$ cat src/rtl/alu_pkg.sv
// Shared definitions for the serial add/subtract ALU sequencer: FSM state
// encoding and ALU op-code constants.
package alu_pkg;

    typedef enum logic [1:0] {
        ST_IDLE = 2'd0,
        ST_RUN  = 2'd1,
        ST_DONE = 2'd2
    } state_e;

    localparam logic OP_ADD = 1'b0;
    localparam logic OP_SUB = 1'b1;

endpackage

$ cat src/rtl/alu_serial_addsub_ctrl_if.sv
// Request/response bundle between the CPU control unit (master) and the
// serial add/subtract sequencer (slave).
interface alu_serial_addsub_ctrl_if #(
    parameter int WIDTH = 8
);
    logic             start;
    logic             op_sub;
    logic [WIDTH-1:0] a;
    logic [WIDTH-1:0] b;
    logic             busy;
    logic             done;
    logic [WIDTH-1:0] result;
    logic             carry_out;
    logic             overflow;
    logic             zero;

    modport master (
        output start, op_sub, a, b,
        input  busy, done, result, carry_out, overflow, zero
    );

    modport slave (
        input  start, op_sub, a, b,
        output busy, done, result, carry_out, overflow, zero
    );
endinterface

$ cat src/rtl/HalfAdder_1B.sv
// One-bit half adder; two of these plus an OR gate make the serial full adder.
module HalfAdder_1B (
    input  logic a_i,
    input  logic b_i,
    output logic sum_o,
    output logic carry_o
);
    assign sum_o   = a_i ^ b_i;
    assign carry_o = a_i & b_i;
endmodule

$ cat src/rtl/full_adder_1b.sv
// One-bit full adder built from two half adders; the only arithmetic element
// used by the serial sequencer.
module full_adder_1b (
    input  logic a_i,
    input  logic b_i,
    input  logic cin_i,
    output logic cout_o,
    output logic sum_o
);
    logic s1_s;
    logic c1_s;
    logic c2_s;

    HalfAdder_1B u_ha0 (.a_i(a_i),  .b_i(b_i),   .sum_o(s1_s),  .carry_o(c1_s));
    HalfAdder_1B u_ha1 (.a_i(s1_s), .b_i(cin_i), .sum_o(sum_o), .carry_o(c2_s));

    assign cout_o = c1_s | c2_s;
endmodule

$ cat src/rtl/alu_serial_addsub_ctrl.sv
// Bit-serial add/subtract sequencer: feeds one full adder LSB first over WIDTH
// cycles and presents registered result and flags with a one-cycle done pulse.
module alu_serial_addsub_ctrl
    import alu_pkg::*;
#(
    parameter int WIDTH = 8
) (
    input  logic clk,
    input  logic rst,
    alu_serial_addsub_ctrl_if.slave bus
);
    localparam int CW = (WIDTH > 1) ? $clog2(WIDTH) : 1;
    localparam logic [CW-1:0] LAST_BIT = CW'(WIDTH - 1);

    state_e           state_q,     state_d;
    logic [CW-1:0]    cnt_q,       cnt_d;
    logic [WIDTH-1:0] sh_a_q,      sh_a_d;
    logic [WIDTH-1:0] sh_b_q,      sh_b_d;
    logic [WIDTH-1:0] sh_acc_q,    sh_acc_d;
    logic             carry_q,     carry_d;
    logic [WIDTH-1:0] result_q,    result_d;
    logic             carry_out_q, carry_out_d;
    logic             overflow_q,  overflow_d;
    logic             zero_q,      zero_d;
    logic             busy_q,      busy_d;
    logic             done_q,      done_d;

    logic fa_sum_s;
    logic fa_cout_s;

    full_adder_1b u_fa (
        .a_i   (sh_a_q[0]),
        .b_i   (sh_b_q[0]),
        .cin_i (carry_q),
        .cout_o(fa_cout_s),
        .sum_o (fa_sum_s)
    );

    // State and datapath registers
    always_ff @(posedge clk or posedge rst) begin
        if (rst) begin
            state_q     <= ST_IDLE;
            cnt_q       <= {CW{1'b0}};
            sh_a_q      <= {WIDTH{1'b0}};
            sh_b_q      <= {WIDTH{1'b0}};
            sh_acc_q    <= {WIDTH{1'b0}};
            carry_q     <= 1'b0;
            result_q    <= {WIDTH{1'b0}};
            carry_out_q <= 1'b0;
            overflow_q  <= 1'b0;
            zero_q      <= 1'b1;
            busy_q      <= 1'b0;
            done_q      <= 1'b0;
        end else begin
            state_q     <= state_d;
            cnt_q       <= cnt_d;
            sh_a_q      <= sh_a_d;
            sh_b_q      <= sh_b_d;
            sh_acc_q    <= sh_acc_d;
            carry_q     <= carry_d;
            result_q    <= result_d;
            carry_out_q <= carry_out_d;
            overflow_q  <= overflow_d;
            zero_q      <= zero_d;
            busy_q      <= busy_d;
            done_q      <= done_d;
        end
    end

    // Next-state and datapath control
    always_comb begin
        state_d     = state_q;
        cnt_d       = cnt_q;
        sh_a_d      = sh_a_q;
        sh_b_d      = sh_b_q;
        sh_acc_d    = sh_acc_q;
        carry_d     = carry_q;
        result_d    = result_q;
        carry_out_d = carry_out_q;
        overflow_d  = overflow_q;
        zero_d      = zero_q;
        busy_d      = busy_q;
        done_d      = done_q;

        case (state_q)
            ST_IDLE: begin
                if (bus.start) begin
                    // Subtraction is a + ~b + 1: the +1 enters as the initial carry.
                    state_d = ST_RUN;
                    sh_a_d  = bus.a;
                    sh_b_d  = (bus.op_sub == OP_SUB) ? ~bus.b : bus.b;
                    carry_d = bus.op_sub;
                    cnt_d   = {CW{1'b0}};
                    busy_d  = 1'b1;
                    done_d  = 1'b0;
                end else begin
                    state_d = ST_IDLE;
                    done_d  = 1'b0;
                end
            end
            ST_RUN: begin
                sh_acc_d = (sh_acc_q >> 1) | {fa_sum_s, {(WIDTH-1){1'b0}}};
                sh_a_d   = sh_a_q >> 1;
                sh_b_d   = sh_b_q >> 1;
                carry_d  = fa_cout_s;
                cnt_d    = cnt_q + {{(CW-1){1'b0}}, 1'b1};
                if (cnt_q == LAST_BIT) begin
                    // carry_q is the carry into the MSB on this final step.
                    state_d     = ST_DONE;
                    result_d    = sh_acc_d;
                    carry_out_d = fa_cout_s;
                    overflow_d  = carry_q ^ fa_cout_s;
                    zero_d      = (sh_acc_d == {WIDTH{1'b0}});
                    busy_d      = 1'b0;
                    done_d      = 1'b1;
                end else begin
                    state_d = ST_RUN;
                end
            end
            ST_DONE: begin
                state_d = ST_IDLE;
                done_d  = 1'b0;
            end
            default: begin
                state_d = ST_IDLE;
                busy_d  = 1'b0;
                done_d  = 1'b0;
            end
        endcase
    end

    assign bus.busy      = busy_q;
    assign bus.done      = done_q;
    assign bus.result    = result_q;
    assign bus.carry_out = carry_out_q;
    assign bus.overflow  = overflow_q;
    assign bus.zero      = zero_q;
endmodule
$ cat src/flat_wrapper.sv
// flat-port wrapper written by rule: the top's interface ports become plain ports
module alu_serial_addsub_ctrl_flat import alu_pkg::*;
#(
    parameter int WIDTH = 8
)
  (clk, rst, bus_start, bus_op_sub, bus_a, bus_b, bus_busy, bus_done, bus_result, bus_carry_out, bus_overflow, bus_zero);
  alu_serial_addsub_ctrl_if #(.WIDTH(WIDTH)) bus_i ();
  input  logic clk;
  input  logic rst;
  input wire logic [$bits(bus_i.start)-1:0] bus_start;
  input wire logic [$bits(bus_i.op_sub)-1:0] bus_op_sub;
  input wire logic [$bits(bus_i.a)-1:0] bus_a;
  input wire logic [$bits(bus_i.b)-1:0] bus_b;
  output wire logic [$bits(bus_i.busy)-1:0] bus_busy;
  output wire logic [$bits(bus_i.done)-1:0] bus_done;
  output wire logic [$bits(bus_i.result)-1:0] bus_result;
  output wire logic [$bits(bus_i.carry_out)-1:0] bus_carry_out;
  output wire logic [$bits(bus_i.overflow)-1:0] bus_overflow;
  output wire logic [$bits(bus_i.zero)-1:0] bus_zero;
  assign bus_i.start = bus_start;
  assign bus_i.op_sub = bus_op_sub;
  assign bus_i.a = bus_a;
  assign bus_i.b = bus_b;
  assign bus_busy = bus_i.busy;
  assign bus_done = bus_i.done;
  assign bus_result = bus_i.result;
  assign bus_carry_out = bus_i.carry_out;
  assign bus_overflow = bus_i.overflow;
  assign bus_zero = bus_i.zero;
  alu_serial_addsub_ctrl #(.WIDTH(WIDTH)) u_core (.clk(clk), .rst(rst), .bus(bus_i));
endmodule
$ cat config.mk
export PLATFORM = sky130hd
export DESIGN_NAME = alu_serial_addsub_ctrl_flat
export DESIGN_NICKNAME = d
export VERILOG_FILES = /design/src/rtl/alu_pkg.sv /design/src/rtl/alu_serial_addsub_ctrl_if.sv /design/src/rtl/HalfAdder_1B.sv /design/src/rtl/full_adder_1b.sv /design/src/rtl/alu_serial_addsub_ctrl.sv /design/src/flat_wrapper.sv
export SDC_FILE = /design/constraint.sdc
export NUM_CORES = 1
export LEC_CHECK = 0
export CAP_MARGIN = 20
export CORE_UTILIZATION = 47
export CTS_CLUSTER_DIAMETER = 120
export CTS_CLUSTER_SIZE = 20
export DETAILED_ROUTE_END_ITERATION = 8
export GPL_TIMING_DRIVEN = 0
export PLACE_DENSITY_LB_ADDON = 0.15
export SYNTH_ARGS = -nofsm -noshare
export SYNTH_HDL_FRONTEND = slang
export SYNTH_HIERARCHICAL = 1
export SYNTH_SLANG_ARGS = --single-unit
$ cat constraint.sdc
create_clock -name clk -period 1.5 [get_ports clk]
set_input_delay 0.45 -clock clk [delete_from_list [all_inputs] [get_ports clk]]
set_output_delay 0.45 -clock clk [all_outputs]
set_load 0.005 [all_outputs]
# Yosys cells after proc, flatten, opt, wreduce, memory -nomap -nowiden
# Cells that the tools add are included.
totals:
  reg_bits: 43
  inputBits: 20
  wordCells: 50
op_classes:
  add_sub_neg: 1
  eq_ne: 5
  n_mux: 17
  n_bitwise: 9
  n_reduce_logical: 6
op_table:
  columns: ["cell", "count"]
  rows:
  - ["$pmux 8 s2", 2]
  - ["$mux 8", 3]
  - ["$logic_not 8->1", 1]
  - ["$not 8->8", 1]
  - ["$or 7x8->8", 1]
  - ["$mux 1", 6]
  - ["$pmux 3 s2", 1]
  - ["$pmux 2 s2", 1]
  - ["$reduce_and 2->1", 2]
  - ["$add 3x1->3 const B", 1]
  - ["$eq 3x3->1 const B", 1]
  - ["$mux 3", 1]
  - ["$pmux 1 s3", 1]
  - ["$reduce_and 3->1", 1]
  - ["$xor 1x1->1", 3]
  - ["$and 1x1->1", 2]
  - ["$eq 2x1->1 const B", 1]
  - ["$eq 2x2->1 const B", 1]
  - ["$logic_not 2->1", 1]
  - ["$mux 2", 1]
  - ["$ne 2x1->1 const B", 1]
  - ["$ne 2x2->1 const B", 1]
  - ["$pmux 1 s2", 1]
  - ["$reduce_bool 2->1", 1]
  - ["2 further kinds", 2]

# Depth between registers and ports, before layout
logic_depth:
  ltp_word: 4
  ltp_mapped: 6
  mapped_depth_nobuf: 5

# Hierarchy
# The synthesis kept the hierarchy.
modules_own_cells:
  columns: ["mod", "instances", "cells_per_inst", "area_each_um2"]
  rows:
  - ["alu_serial_addsub_ctrl", 1, 155, 1844.3]
  - ["HalfAdder_1B", 2, 1, 12.5]
  - ["full_adder_1b", 1, 1, 6.3]

# Least setup slack after synthesis
# No wires, ideal clock.
synth_path:
  kind: "reg-to-reg"
  start: "register u_core.cnt_q[0]"
  end: "register u_core.carry_out_q, in the netlist u_core/bus.carry_out"
  setup_ps: 125
  arrival_ps: 1345
  required_ps: 1375
  slack_ps: 30
  stages_incl_launch_ff: 6
  synth_period_minus_slack_ps: 1470
  cell_sequence: "dfrtp_1 ha_1 ha_1 nand3b_4 buf_6 mux2_4"
synth_between:
  elab_chain_cells: 2
synth_rtl:
  columns: ["element", "line", "source"]
  rows:
  - ["from (decl)", "alu_serial_addsub_ctrl.sv:16", "logic [CW-1:0] cnt_q, cnt_d;"]
  - ["from (signal assigned)", "alu_serial_addsub_ctrl.sv:43", "cnt_q <= {CW{1'b0}};"]
  - ["from (signal assigned)", "alu_serial_addsub_ctrl.sv:56", "cnt_q <= cnt_d;"]
  - ["$eq 3x3->1", "alu_serial_addsub_ctrl.sv:107", "if (cnt_q == LAST_BIT) begin"]
  - ["$reduce_and 2->1 (no line)", null, null]
  - ["to (signal assigned)", "alu_serial_addsub_ctrl.sv:62", "carry_out_q <= carry_out_d;"]
  - ["to (decl)", "alu_serial_addsub_ctrl.sv:22", "logic carry_out_q, carry_out_d;"]
# Every way passes these cells.
# A chain may end at the register's enable or synchronous reset.

# Worst setup path after layout
layout_path:
  start: "register u_core.sh_b_q[0]"
  end: "register u_core.overflow_q, in the netlist u_core/bus.overflow"
layout_between:
  elab_chain_cells: 4
  elab_cells_between_ends: 5
layout_rtl:
  columns: ["element", "line", "source"]
  rows:
  - ["from (decl)", "alu_serial_addsub_ctrl.sv:18", "logic [WIDTH-1:0] sh_b_q, sh_b_d;"]
  - ["from (signal assigned)", "alu_serial_addsub_ctrl.sv:45", "sh_b_q <= {WIDTH{1'b0}};"]
  - ["$xor 1x1->1", "HalfAdder_1B.sv:8", "assign sum_o = a_i ^ b_i;"]
  - ["named net u_core.u_fa.s1_s", "full_adder_1b.sv:10", "logic s1_s;"]
  - ["$and 1x1->1", "HalfAdder_1B.sv:9", "assign carry_o = a_i & b_i;"]
  - ["named net u_core.u_fa.c2_s", "full_adder_1b.sv:12", "logic c2_s;"]
  - ["$or 1x1->1", "full_adder_1b.sv:17", "assign cout_o = c1_s | c2_s;"]
  - ["named net u_core.fa_cout_s", "alu_serial_addsub_ctrl.sv:29", "logic fa_cout_s;"]
  - ["$xor 1x1->1", "alu_serial_addsub_ctrl.sv:112", "overflow_d = carry_q ^ fa_cout_s;"]
  - ["to (signal assigned)", "alu_serial_addsub_ctrl.sv:63", "overflow_q <= overflow_d;"]
  - ["to (decl)", "alu_serial_addsub_ctrl.sv:23", "logic overflow_q, overflow_d;"]
# The timed path passes the listed nets, and every way through them passes these cells.

==> metrics.txt <==
Post-Synthesis Net Count=182; Synth area leader=dfrtp_1; clock power share=17.8%; drc violations=0; Seq cells post-synth=42; TritonRoute pass-1 iters=4; Int Power=3.17 mW; fin crit period=1460 ps; placed cells=237; async set or reset register ratio after synthesis=100%; fmax=686 MHz; initial antenna violation count=0; deepest clock path buffer count=2; Ports=33; Pleak=1.12 nW; Finished Cell Area=2460 sq um; Setup CP Type=reg -> reg; Post-synth top cells=dfrtp_1, nand2_1, mux2_2, o21ai_0, xnor2_1; layout cells sized above 1=25.7%; Mapped Area=1880 sq um; Detail Route Antenna Nets=0; GP Congestion=0.718; register cell area after layout=1050 sq um; critical path launch point type=flip-flop; worst reg2reg startpoint=u_core/sh_b_q[0]$_DFFE_PP0P_; DP HPWL=2.47 mm; fill cell count=304; Area Overhead vs Synth=31.1%; post-synth top area share=54.7%; fin nets=229; gr busiest metal=met2; total track usage=19.5%; placed inst area=2250 sq um; CP Capture Type=flip-flop; Syn Area/Cell=11.9 sq um; Max FO, Critical Path=3; NetSw=1.46 mW; Core Box Area=3740 sq um; Final period util=97.2%; PortBufs=31; final core utilization=65.7%; power per cell area=1880 nW/um^2; Hold Crit Depth=2; Clk Latency, worst-skew pair=290 ps; drt total wl=3.75 mm; Finished Layout Cells=254; Chip Width=65.2 um; # H-tree levels=2; cells along the critical path=ha_4, ha_4, or2_4, xnor2_1, o21ai_0; Fin. Hold Viols=0; synth top area cells=dfrtp_1, mux2_2, nand2_1; YS warnings=6; worst-margin pin slew=861 ps; most frequent cell after synthesis=dfrtp_1; met1 GRT Util=26.0%; sequential fraction of the synthesis area=56.1%; max-slew violation count=0; Final setup viols=0; min-delay src=u_core/bus.zero$_DFFE_PP1P_; multi-input gate area in the final layout=786 sq um; GRT overflow=0; Top delay family on crit path=flip-flops; Peak VDD IR=0.959 mV; vias per cell=5.37; number of synthesized flops with an enable pin=0; max-cap viol count=0; pin count of the biggest net entering global routing=43; met2 Use GR=30.7%; Synth Instances=158; cell mode on critical path=ha_4; Sw Ratio=31.5%; vias in the first global route=1330; Worst R2R End=u_core/bus.overflow$_DFFE_PP0P_; Worst R2R Setup Slack=40 ps; slowest stage delay, CP=420 ps; Setup WS post-layout=41.7 ps; Rows=22; Reg power frac=42.2%; Buf/Inv on CP=0; vias post-DR=1364; Hold Path Class=reg -> reg; Worst Skew=4.44 ps; required time of the critical path=1670 ps; CTS Hold Buffers Added=0; Root Buffer=clkbuf_8; highest-delay cell along the critical path=dfrtp_1; Distinct cells, synth=26; WL/cell=14.7 um; M3 GR Usage=6.08%; Worst-path clk slew=80 ps; CTS sink count=42; main flop type after synthesis=dfrtp_1; CTS tree=done; first-pass GRT wire length=6.17 mm; Initial Util=50.1%; Worst Path Arrival=1630 ps; status=finished clean; combinational share of power=40.0%; worst min-delay path endpoint=u_core/bus.zero$_DFFE_PP1P_; worst rel slew slack=42.5%; dpl ws=-236 ps; area of the die=4250 sq um; hold slack final=460 ps; diodes inserted=0; reg2reg path depth=5; initial DRC count=108; Die Ht=65.2 um; total CTS buffers=5
==> per-layer routing <==
layer	wire [um]	share of wire [%]
met1	1710	46
met2	1810	48
met5	0	0
met3	179	4.8
met4	45	1.2
==> flip-flops by register name (all words and copies together), names as in the netlist, 2 cells and up <==
signal / flops
u_core/bus.result: 8
u_core/cnt_q: 3
u_core/sh_a_q: 8
u_core/sh_acc_q: 7
u_core/sh_b_q: 8
u_core/state_q: 2
==> layout by cell type (no fill, tap or decap) <==
cell	count
clkbuf_2	2
clkbuf_4	1
nor4_2	1
clkbuf_8	8
nor2_1	3
mux2_4	5
a22o_1	2
a21oi_1	1
o21bai_2	1
clkdlybuf4s50_1	18
xnor2_1	9
inv_2	1
a22oi_1	8
buf_8	1
clkbuf_1	1
nor4_1	1
dlygate4sd2_1	12
buf_6	1
nand3b_4	1
inv_1	3
dfrtp_1	41
o21ai_0	9
dfstp_2	1
ha_4	3
mux2_2	11
nand2_1	31
nor2b_1	2
buf_2	1
a32o_1	1
o21ai_1	4
o221ai_1	7
buf_4	13
ha_2	1
or2_4	1
==> final cells by class <==
class	count	area share, %
sequential	42	42.8
clock buffer	8	4.48
buffer	10	3.16
inverter	4	0.611
tap	48	2.44
multi-input combinational	102	32.0
timing repair buffer	40	14.6
==> power groups by stage <==
stage | Clock, mW | Combinational, mW | Sequential, mW
after floorplan | 0 | 1.12 | 1.89
after global placement | 0 | 1.63 | 1.92
after detailed placement | 0 | 1.69 | 1.96
after CTS | 0.854 | 1.82 | 1.94
after global routing | 0.906 | 2.06 | 2.01
final | 0.823 | 1.85 | 1.95
==> tightest hold or removal path: cells and delay by family (launching register included) <==
family          cells  cell delay (ps)
compound gates      1               50
flops               1              370
simple gates        1               40
==> how the worst max path moves through the flow <==
stage | startpoint | endpoint | slack [ps] | depth (start not counted)
after CTS | u_core/cnt_q[0]$_DFFE_PP0P_ | u_core/bus.result[2]$_DFFE_PP0P_ | 9 | 5
after global placement | rst | u_core/sh_b_q[5]$_DFFE_PP0P_ | -710 | 2
after floorplan | u_core/cnt_q[0]$_DFFE_PP0P_ | u_core/bus.carry_out$_DFFE_PP0P_ | 30 | 5
after detailed placement | bus_start | u_core/sh_a_q[2]$_DFFE_PP0P_ | -240 | 5
final | u_core/sh_b_q[0]$_DFFE_PP0P_ | u_core/bus.overflow$_DFFE_PP0P_ | 40 | 5
after global routing | bus_start | u_core/sh_a_q[2]$_DFFE_PP0P_ | -10 | 5
==> timing repair <==
action	4_1_cts	5_1_grt
resized for setup	22	4
buffers inserted	8	1
setup endpoints to repair	21	9
pin swaps	2	0
==> cells by family after synthesis <==
logic type | Yosys count | synth area share (%)
muxes | 16 | 10.6
DFF | 42 | 56.1
and+or+nand+nor | 40 | 9.54
buffers and inverters | 14 | 4.60
xor gates and xnor gates | 9 | 4.20
AOI/OAI and AO/OA | 33 | 12.3
adders and majority gates | 4 | 2.67
==> through the flow <==
step,power [mW],setup TNS (ps)
after CTS,4.62,0
after global routing,4.98,-17.1
after floorplan,3.00,0
after detailed placement,3.65,-6810
final,4.63,0
after global placement,3.56,-32680
Note: power is estimated with default switching activity, not from simulation.
==> RTL edit 1 (same flow settings) <==
Reset style: synchronous (`rst`), changed in one clocked block.
--- a/src/rtl/alu_serial_addsub_ctrl.sv
+++ b/src/rtl/alu_serial_addsub_ctrl.sv
@@ -39,3 +39,3 @@
     // State and datapath registers
-    always_ff @(posedge clk or posedge rst) begin
+    always_ff @(posedge clk) begin
         if (rst) begin
Behaviour: differs if rst is asserted again (counterexample within 4 cycles, from zero or initial values and one cycle with rst high); with rst held inactive, the same outputs for 10 cycles.
==> RTL edit 1 against the unedited design <==
Cell area shrank 4.6%; synthesized cell count grew 25%; count of clock-buffer cells in the layout shrank 2; worst setup slack gained 0.037 ns; routed wire length shrank 5.4%; sequential cell count is the same; synthesized area shrank 2.2%; die area shrank 2.1%; clock skew grew 0.00092 ns.
Power is not compared: it rests on default switching activity, and its combinational part moved more than twofold at a synthesized area within 25%.
==> RTL edit 1: results (changes against the unedited design) <==
Hold Path Depth 2 (unchanged); Slowest cell on crit path dfxtp_2 (was dfrtp_1); Netlist cell types 31 (was 26); gpl congestion 0.746 (was 0.718); PortBufs 30 (was 31); met1 WL 1730 um (was 1710 um); initial antenna violation count 0 (unchanged); Comb power 332 uW; Post-Synthesis Cells 197 (was 158); grt met1 use 24.8% (was 26.0%); Filler cells 352 (was 304); gr usage total 19.0% (was 19.5%); router iterations before antenna repair 6 (was 4); crit-path max cell delay 0.34 ns (was 0.42 ns); ys flop type dfxtp_1 (was dfrtp_1); first-pass GRT wire length 6070 um (was 6170 um); drt total wl 3540 um (was 3750 um); hold path startpoint u_core/bus.result[4]$_SDFFE_PP0P_ (was u_core/bus.zero$_DFFE_PP1P_); reg2reg setup slack 0.08 ns (was 0.04 ns); vias in the first global route 1365 (was 1330); seq pwr 1.20 mW; crit path DAT 1.62 ns; pin count of the biggest net entering global routing 14 (was 43); NetSw 569 uW; worst r2r src u_core/sh_a_q[0]$_SDFFE_PP0P_ (was u_core/sh_b_q[0]$_DFFE_PP0P_); Final Skew 0.00536 ns (was 0.00444 ns); Leak 0.921 nW; Yosys Warn Count 6 (unchanged); layout cell share with drive strength beyond 1 20.5% (was 25.7%); top post-synthesis cells by area dfxtp_1 (46%), nand2_1 (6.8%), nor2_1 (5.9%) (was dfrtp_1 (55%), mux2_2 (6.6%), nand2_1 (6.2%)); Iteration-0 DRC Markers 51 (was 108); delay-heaviest family, CP adder cells (was flip-flops); Clock Pin Slew Worst Setup and Hold Paths 0.08 ns (about the same); hold_ws 0.452 ns (was 0.460 ns); Vias 1476 (was 1364); nets 262 (was 229); Clk Latency, worst-skew pair 0.29 ns (about the same); met3 WL 148 um (was 179 um); highest metal used met4 (unchanged); Worst R2R Path Depth 5 (unchanged); met2 usage 30.5% (was 30.7%); metal2 WL 1630 um (was 1810 um); n_diodes 0 (unchanged); DP Cell Count 275 (was 237); most instantiated cells after synthesis dfxtp_1 (42), nand2_1 (33), nor2_1 (29) (was dfrtp_1 (41), nand2_1 (31), mux2_2 (11)); Max VDD drop 0.609 mV; Max clock buf depth 2 (unchanged); register area share after synthesis 45.8% (was 56.1%); Non-Filler Instances 287 (was 254); dpl hpwl 2400 um (was 2470 um); CTS root buffer clkbuf_8 (unchanged); Synth Net Count 221 (was 182); RR Endpoint u_core/bus.overflow$_SDFFE_PP0P_ (was u_core/bus.overflow$_DFFE_PP0P_); worst hold endpoint u_core/bus.result[4]$_SDFFE_PP0P_ (was u_core/bus.zero$_DFFE_PP1P_); worst min path class reg2reg (unchanged); grt met3 use 5.28% (was 6.08%); worst-margin pin slew 0.671 ns (was 0.861 ns); Async S/R FF share, synth 0% (was 100%); run status completed (unchanged); H-tree levels 2 (unchanged)
==> RTL edit 1: cell types whose count changed after synthesis, moves of 7 or more <==
| cell | unedited run | this run |
|---|---|---|
| dfxtp_1 | 0 | 42 |
| a211oi_1 | 0 | 9 |
| o221ai_1 | 7 | 0 |
| a21oi_1 | 1 | 18 |
| o21ai_0 | 10 | 1 |
| nor2_1 | 3 | 29 |
| mux2_2 | 11 | 0 |
| mux2i_1 | 0 | 10 |
| dfrtp_1 | 41 | 0 |
| a2111oi_2 | 0 | 7 |
==> RTL edit 1: worst reg2reg max path, cell delays in order (launching register included) <==
cell	delay, ns
dfxtp_2	0.34
ha_4	0.24
ha_1	0.19
or2_4	0.26
xnor2_1	0.12
a211oi_1	0.18
==> RTL edit 1: cells by family after synthesis <==
logic type | share of synthesized area, %
AO/OA/AOI/OAI | 17.5
XOR/XNOR | 4.30
adder cells (fa/ha/maj) | 2.73
buffers and inverters | 6.21
flip-flops | 45.8
multiplexers | 5.46
AND/OR/NAND/NOR | 17.9
==> RTL edit 1: area by class of cell <==
type / count / area (sq um) / share of cell area [%]
multi-input cells: 139 / 898 / 38.3
flip-flops and latches: 42 / 856 / 36.5
repair buffers: 34 / 317 / 13.5
plain buffers: 15 / 116 / 4.96
clock buffers: 6 / 82.6 / 3.52
well taps: 48 / 60.1 / 2.56
clock inverters: 2 / 12.5 / 0.533
inverters: 1 / 3.75 / 0.160
==> RTL edit 1: worst max-delay path by stage <==
stage | start | to | cells after the start
detailed placement | bus_start | u_core/sh_a_q[7]$_SDFFE_PP0P_ | 4
finish | u_core/sh_a_q[0]$_SDFFE_PP0P_ | u_core/bus.overflow$_SDFFE_PP0P_ | 5
CTS | u_core/sh_a_q[0]$_SDFFE_PP0P_ | u_core/bus.overflow$_SDFFE_PP0P_ | 5
global route | u_core/sh_a_q[0]$_SDFFE_PP0P_ | u_core/bus.overflow$_SDFFE_PP0P_ | 5
global placement | bus_start | u_core/sh_b_q[5]$_SDFFE_PP0P_ | 3
floorplan | u_core/sh_a_q[0]$_SDFFE_PP0P_ | u_core/bus.overflow$_SDFFE_PP0P_ | 5
==> RTL edit 1: per-stage QoR <==
stage          total power, mW  utilization, %  worst slack, ns  instance area, sq um
2_1_floorplan             1.44               -           0.0858                  1830
3_3_place_gp              1.54            59.5           -0.419                  2190
3_5_place_dp              1.54            59.5           -0.425                  2190
4_1_cts                   2.30            62.9         0.000327                  2320
5_1_grt                   2.40            63.6         -0.00631                  2350
6_report                  2.28            63.6           0.0792                  2350
==> RTL edit 1: timing repair <==
action                                 4_1_cts  5_1_grt
endpoints found under the hold margin        0        0
pin swaps                                    1        1
cloned                                       0        0
setup endpoints to repair                   25       15
gates resized for setup                     25        7
setup buffers                                4        0
==> RTL edit 2 (config.mk and constraints unchanged) <==
Without the edit above. `WIDTH` is set to 8 in 3 places; all go to 4.
--- a/src/rtl/alu_serial_addsub_ctrl_if.sv
+++ b/src/rtl/alu_serial_addsub_ctrl_if.sv
@@ -3,3 +3,3 @@
 interface alu_serial_addsub_ctrl_if #(
-    parameter int WIDTH = 8
+    parameter int WIDTH = 4
 );
--- a/src/rtl/alu_serial_addsub_ctrl.sv
+++ b/src/rtl/alu_serial_addsub_ctrl.sv
@@ -5,3 +5,3 @@
 #(
-    parameter int WIDTH = 8
+    parameter int WIDTH = 4
 ) (
--- a/src/flat_wrapper.sv
+++ b/src/flat_wrapper.sv
@@ -3,3 +3,3 @@
 #(
-    parameter int WIDTH = 8
+    parameter int WIDTH = 4
 )
Ports: changed (resized bus_a, bus_b and bus_result); port bits go from 33 to 21. The function was not compared with the original's and may differ.
==> RTL edit 2 against the unedited design <==
Sequential cell count fell by 17; combinational power fell by 36%; routed wire length fell by 46%; die area fell by 36%; fmax fell by 2.6%; worst setup slack got worse by 0.039 ns; via count fell by 41%; synthesized area fell by 37%; cell area fell by 42%; synthesized cell count fell by 37%; core utilization fell by 2.6 points; count of clock-buffer cells in the layout fell by 4; total power fell by 42%; first-iteration DRC count fell by 97%.
==> RTL edit 2: results (changes against the unedited design) <==
nets 138 (was 229); slew margin rel. 38.1% (was 42.5%); layout cell share with drive strength beyond 1 15.6% (was 25.7%); metal2 WL 970 um (was 1810 um); vias in the first global route 761 (was 1330); met2 usage 28.0% (was 30.7%); gr usage total 17.5% (was 19.5%); met1 WL 972 um (was 1710 um); crit path DAT 1.75 ns (was 1.63 ns); dpl hpwl 1390 um (was 2470 um); H-tree levels 1 (was 2); first-pass GRT wire length 3410 um (was 6170 um); Netlist cell types 30 (was 26); register area share after synthesis 53.4% (was 56.1%); area post-placement 1390 sq um (was 2250 sq um); cts bufs inserted 3 (was 5); Vias 807 (was 1364); Final Skew 0.00124 ns (was 0.00444 ns); Clock Pin Slew Worst Setup and Hold Paths 0.13 ns (was 0.08 ns); Iteration-0 DRC Markers 3 (was 108); CTS root buffer clkbuf_4 (was clkbuf_8); gpl congestion 0.780 (was 0.718); top post-synthesis cells by area dfrtp_1 (51%), mux2_1 (7.7%), nand2_1 (3.5%) (was dfrtp_1 (55%), mux2_2 (6.6%), nand2_1 (6.2%)); Post-Synthesis Cells 99 (was 158); most instantiated cells after synthesis dfrtp_1 (24), nand2_1 (11), mux2_1 (8), o21ai_1 (8) (was dfrtp_1 (41), nand2_1 (31), mux2_2 (11)); Synth Net Count 114 (was 182); worst min path class in2reg (was reg2reg); crit-path max cell delay 0.44 ns (was 0.42 ns); drt total wl 2020 um (was 3750 um); run status completed (unchanged); met3 WL 65 um (was 179 um); Filler cells 203 (was 304); router iterations before antenna repair 2 (was 4); grt met1 use 23.3% (was 26.0%); Post-Place Setup Slack -0.133 ns (was -0.236 ns); PortBufs 18 (was 31); crit-path max FO 3 (unchanged); grt met3 use 2.63% (was 6.08%); Clk Latency, worst-skew pair 0.31 ns (was 0.29 ns); pin count of the biggest net entering global routing 26 (was 43); Leak 0.667 nW (was 1.12 nW); Non-Filler Instances 150 (was 254); Max VDD drop 1.04 mV (was 0.959 mV); delay-heaviest family, CP adder cells (was flip-flops)
-- RTL edit 2: power breakdown --
part           internal (mW)  switching (mW)
logic                  0.656           0.528
registers              0.990           0.208
clock network          0.104           0.191
total                   1.75           0.927
-- RTL edit 2: cells by family after synthesis --
| kind of cell | count (synthesis) | synth area share [%] |
|---|---|---|
| adders and majority gates | 3 | 3.20 |
| buffers and inverters | 8 | 4.69 |
| muxes | 9 | 8.63 |
| and+or+nand+nor | 26 | 12.8 |
| xor gates and xnor gates | 5 | 3.73 |
| DFF | 25 | 53.4 |
| AOI/OAI and AO/OA | 23 | 13.6 |
-- RTL edit 2: worst paths after layout --
kind,cells after the start,start,slack [ns],end
min in group asynchronous,2,rst,0.63,u_core/bus.overflow$_DFFE_PP0P_
hold reg to reg,2,u_core/bus.zero$_DFFE_PP1P_,0.47,u_core/bus.zero$_DFFE_PP1P_
max in group asynchronous,2,rst,0.31,u_core/sh_b_q[3]$_DFFE_PP0P_
setup reg to reg,4,u_core/sh_b_q[0]$_DFFE_PP0P_,0.002,u_core/bus.zero$_DFFE_PP1P_
setup / recovery,4,u_core/sh_b_q[0]$_DFFE_PP0P_,0.002,u_core/bus.zero$_DFFE_PP1P_
hold / removal,3,bus_start,0.42,u_core/state_q[0]$_DFF_PP0_
-- RTL edit 2: repair_timing --
action	4_1_cts	5_1_grt
setup buffers	1	0
pin swaps	0	1
gates resized for setup	14	1
cloned	0	0
setup endpoints to repair	11	3
-- RTL edit 2: cell type report --
cell class | count | area (sq um) | area share (%)
multi-input combinational | 66 | 520 | 36.2
inverter | 3 | 11.3 | 0.784
clock buffer | 4 | 26.3 | 1.83
sequential | 25 | 627 | 43.6
buffer | 5 | 43.8 | 3.05
timing repair buffer | 19 | 173 | 12.0
tap | 28 | 35.0 | 2.44
